$ cat src/rtl/scmp_status_reg.sv
// Status register for the SC/MP-style core: CY/L, OV, IE and F2..F0
// storage, plus two-flop synchronisers for the asynchronous sense pins.
// The status byte is assembled as {CY,OV,SB,SA,IE,F2,F1,F0}.
module scmp_status_reg #(
  parameter int SYNC_STAGES = 2
) (
  input  logic       clk,
  input  logic       rst,
  input  logic       alu_cy_i,
  input  logic       alu_ov_i,
  input  logic       ld_cy_i,
  input  logic       ld_ov_i,
  input  logic       wr_sr_i,
  input  logic [7:0] wr_data_i,
  input  logic       ien_i,
  input  logic       dint_i,
  input  logic       int_ack_i,
  input  logic       sa_i,
  input  logic       sb_i,
  output logic [7:0] sr_o,
  output logic       cy_o,
  output logic       ov_o,
  output logic [2:0] flag_o,
  output logic       int_req_o
);

  logic                   cy;
  logic                   ov;
  logic                   ie;
  logic [2:0]             flag;
  logic [SYNC_STAGES-1:0] sync_a;
  logic [SYNC_STAGES-1:0] sync_b;
  logic                   sa_s;
  logic                   sb_s;

  // Sense pins shift through the chains; reset flushes anything in flight.
  always_ff @(posedge clk or posedge rst) begin
    if (rst) begin
      sync_a <= '0;
      sync_b <= '0;
    end else begin
      sync_a <= {sync_a[SYNC_STAGES-2:0], sa_i};
      sync_b <= {sync_b[SYNC_STAGES-2:0], sb_i};
    end
  end

  assign sa_s = sync_a[SYNC_STAGES-1];
  assign sb_s = sync_b[SYNC_STAGES-1];

  // CY/OV: a CAS write overrides the ALU load strobes.
  always_ff @(posedge clk or posedge rst) begin
    if (rst) begin
      cy <= 1'b0;
      ov <= 1'b0;
    end else if (wr_sr_i) begin
      cy <= wr_data_i[7];
      ov <= wr_data_i[6];
    end else begin
      if (ld_cy_i) cy <= alu_cy_i;
      if (ld_ov_i) ov <= alu_ov_i;
    end
  end

  // User flags change only on a CAS write.
  always_ff @(posedge clk or posedge rst) begin
    if (rst) begin
      flag <= 3'b000;
    end else if (wr_sr_i) begin
      flag <= wr_data_i[2:0];
    end
  end

  // IE: acknowledge and DINT clear ahead of a CAS write, which beats IEN.
  always_ff @(posedge clk or posedge rst) begin
    if (rst) begin
      ie <= 1'b0;
    end else if (int_ack_i || dint_i) begin
      ie <= 1'b0;
    end else if (wr_sr_i) begin
      ie <= wr_data_i[3];
    end else if (ien_i) begin
      ie <= 1'b1;
    end
  end

  // Outputs are pure register decodes; no input reaches them combinationally.
  always_comb begin
    sr_o      = {cy, ov, sb_s, sa_s, ie, flag};
    cy_o      = cy;
    ov_o      = ov;
    flag_o    = flag;
    int_req_o = ie & sa_s;
  end

endmodule

$ cat config.mk
export PLATFORM = sky130hd
export DESIGN_NAME = scmp_status_reg
export DESIGN_NICKNAME = d
export VERILOG_FILES = /design/src/rtl/scmp_status_reg.sv
export SDC_FILE = /design/constraint.sdc
export NUM_CORES = 1
export LEC_CHECK = 0
export BUFFER_PORTS_ARGS = -buffer_cell sky130_fd_sc_hd__buf_2
export CAP_MARGIN = 25
export CORE_MARGIN = 3
export CORE_UTILIZATION = 32
export DETAILED_ROUTE_END_ITERATION = 10
export PLACE_DENSITY_LB_ADDON = 0.1
export SYNTH_ARGS = -nofsm -noshare
export SYNTH_HDL_FRONTEND = slang
export SYNTH_SLANG_ARGS = --single-unit
$ cat constraint.sdc
create_clock -name clk -period 0.9 [get_ports clk]
set_clock_uncertainty 0.05 [all_clocks]
set_input_delay 0.135 -clock clk [delete_from_list [all_inputs] [get_ports clk]]
set_output_delay 0.135 -clock clk [all_outputs]
set_load 0.005 [all_outputs]
==> flow_metrics.env <==
export IMPL_status="finished with violations"
export IMPL_violations="negative hold slack, negative setup slack"
export IMPL_drc_errors=0
export IMPL_endpoint_kind="primary output"
export IMPL_drive_gt1_share_pct=65.1
export IMPL_rows=12
export IMPL_area_delta_synth_final_pct=39.1
export IMPL_routed_via_density=4.27
export IMPL_yosys_top_cells_area="dfrtp_1 58%, buf_4 14%, mux2_2 7.8%, mux2i_1 4.6%, a2111oi_2 3.5%"
export IMPL_period_needed_ps=1070
export IMPL_fin_ws_ps=-174
export IMPL_final_core_util_pct=50.6
export IMPL_p_leak_nw=0.329
export IMPL_fin_area_um2=601
export IMPL_dp_hpwl_um=631
export IMPL_critPathKind="flip-flop to primary output"
export IMPL_hold_viol_final=1
export IMPL_hold_path_class="input pin to flip-flop"
export IMPL_cts_max_level=1
export IMPL_yosysMostFrequentCell="dfrtp_1"
export IMPL_syn_area_per_cell_um2=13.1
export IMPL_gp_congestion=0.574
export IMPL_n_antenna_cell=0
export IMPL_insertion_delay_ps=250
export IMPL_cts_made_buffers=3
export IMPL_final_fill_count=115
export IMPL_cp_arrival_ps=890
export IMPL_tritoncts="done"
export IMPL_synth_top_area_cell="dfrtp_1"
export IMPL_grt_pass1_wl_mm=1.21
export IMPL_grt_max_degree=11
export IMPL_synth_main_ff_cell="dfrtp_1"
export IMPL_cts_resized=0
export IMPL_netlist_instances=33
export IMPL_synth_distinct_cells=11
export IMPL_synth_edf_count=0
export IMPL_tightest_slew_ps=353
export IMPL_relSlewSlack_pct=76.5
export IMPL_drt_iter0_drc=3
export IMPL_synth_fp_nets=53
export IMPL_die_area_um2=1830
export IMPL_grt_pass1_vias=315
export IMPL_p_per_area_nw_per_um2=1580
export IMPL_start_util_pct=36.4
export IMPL_pre_cts_slack_ps=6.87
export IMPL_final_cells=77
export IMPL_port_buffers=31
export IMPL_core_area_um2=1190
export IMPL_grt_usage_pct=9.60
export IMPL_path_clk_slew_ps=60
export IMPL_clockBufferDepth=2
export IMPL_wl_per_cell_um=10.5
export IMPL_worstPathMaxFanout=2
export IMPL_worst_hold_slack_ps=-11.0
export IMPL_synthArstFlopShare_pct=100
export IMPL_max_cap_viol_count=0
export IMPL_timing_final_crit_share_pct=119
export IMPL_ys_warn_count=0
export IMPL_drt_total_wl_um=805
export IMPL_grt_overflow_total=0
export IMPL_ys_top_cells_by_count="10 x dfrtp_1, 8 x buf_4, 3 x mux2_2"
export IMPL_ios=34
export IMPL_ir_drop_uv=817
export IMPL_num_vias=329
export IMPL_dr_pass1_iters=3
export IMPL_slew_violations=0
export IMPL_ant_nets=0
export IMPL_rsz0062_at_grt="yes"
export IMPL_placed_cell_area_um2=541
export IMPL_ys_seq_area_share_pct=58.0
export IMPL_die_y_um=42.7
export IMPL_grt_antenna_before_repair=0
export IMPL_synth_top_area_share_pct=58.0
export IMPL_setup_violations_final=14
export IMPL_total_power_uw=951
export IMPL_hold_buffers=3
export IMPL_cts_root_buf="clkbuf_4"
export IMPL_placed_cells=70
export IMPL_max_freq_mhz=931
export IMPL_synth_seq_cells=10
export IMPL_clock_sinks=10
export IMPL_critPathLaunchType="flip-flop"
export IMPL_cp_required_ps=710
export IMPL_netlist_area_um2=432
export IMPL_die_width_um=42.7
export IMPL_fin_nets=85
-- placed cells by master (no fill, tap or decap), drive strengths merged --
cell type / instances
a2111oi: 1
nor3: 1
mux2: 3
buf: 33
and2: 1
mux2i: 2
dfrtp: 10
inv: 2
clkbuf: 3
dlygate4sd3: 3
o21ai: 2
nand2: 2
-- worst paths after layout --
kind | from | end | slack (ps) | depth (start not counted)
max in group asynchronous | rst | ie | 210 | 3
worst min register to register | sync_a[0] | sync_a[1] | 300 | 0
min in group asynchronous | rst | flag_o[0] | 330 | 3
worst max register to register | ie | ie | 40 | 3
worst min-delay path | int_ack_i | ie | -10 | 2
worst max-delay path | sync_a[1] | int_req_o | -170 | 2
-- cells by family after synthesis --
group | Yosys count | synth area share, %
buffers and inverters | 11 | 18.3
AND/OR/NAND/NOR | 4 | 5.51
multiplexers | 5 | 12.5
flip-flops | 10 | 58.0
AO/OA/AOI/OAI | 3 | 5.80
-- stage by stage --
stage / TNS [ps] / hold slack (ps)
2_1_floorplan: 0 / -74.8
3_3_place_gp: 0 / 74.5
3_5_place_dp: 0 / 69.4
4_1_cts: -1080 / -17.5
5_1_grt: -1460 / -21.9
6_report: -852 / -11.0
-- registers in the layout, indices dropped and copies added (netlist names) --
| name | cells |
|---|---|
| flag_o | 3 |
| sync_a | 2 |
| sync_b | 2 |
| cy_o | 1 |
| ie | 1 |
| ov_o | 1 |
-- routing by layer --
metal | up-vias | share of wire (%) | GRT usage, %
met3 | 3 | 14 | 4.24
met2 | 24 | 48 | 15.0
met4 | 0 | 2.6 | 9.32
met5 | - | 0 | 0
li1 | 160 | - | -
met1 | 142 | 35 | 9.07
-- power by group --
group          internal, mW  leakage (nW)  switching [mW]
logic                0.0971         0.196          0.0625
registers             0.483         0.119          0.0175
clock network         0.154        0.0138           0.138
-- final cells by class --
type	count	area, um2	area share (%)
inverters	2	7.51	1.25
flip-flops and latches	10	250	41.7
repair buffers	36	200	33.3
clock buffers	3	22.5	3.75
multi-input cells	12	103	17.1
well taps	14	17.5	2.92
-- worst max-delay path, cell delays in order, from the launching register on --
cell,delay [ps]
dfrtp_1,370
and2_1,150
buf_2,120
-- timing repair --
item,4_1_cts,5_1_grt
endpoints found under the setup margin,15,15
buffers inserted,1,0
cloned,0,0
pin swaps,2,0
endpoints found under the hold margin,13,1
(Power assumes the default switching activity.)
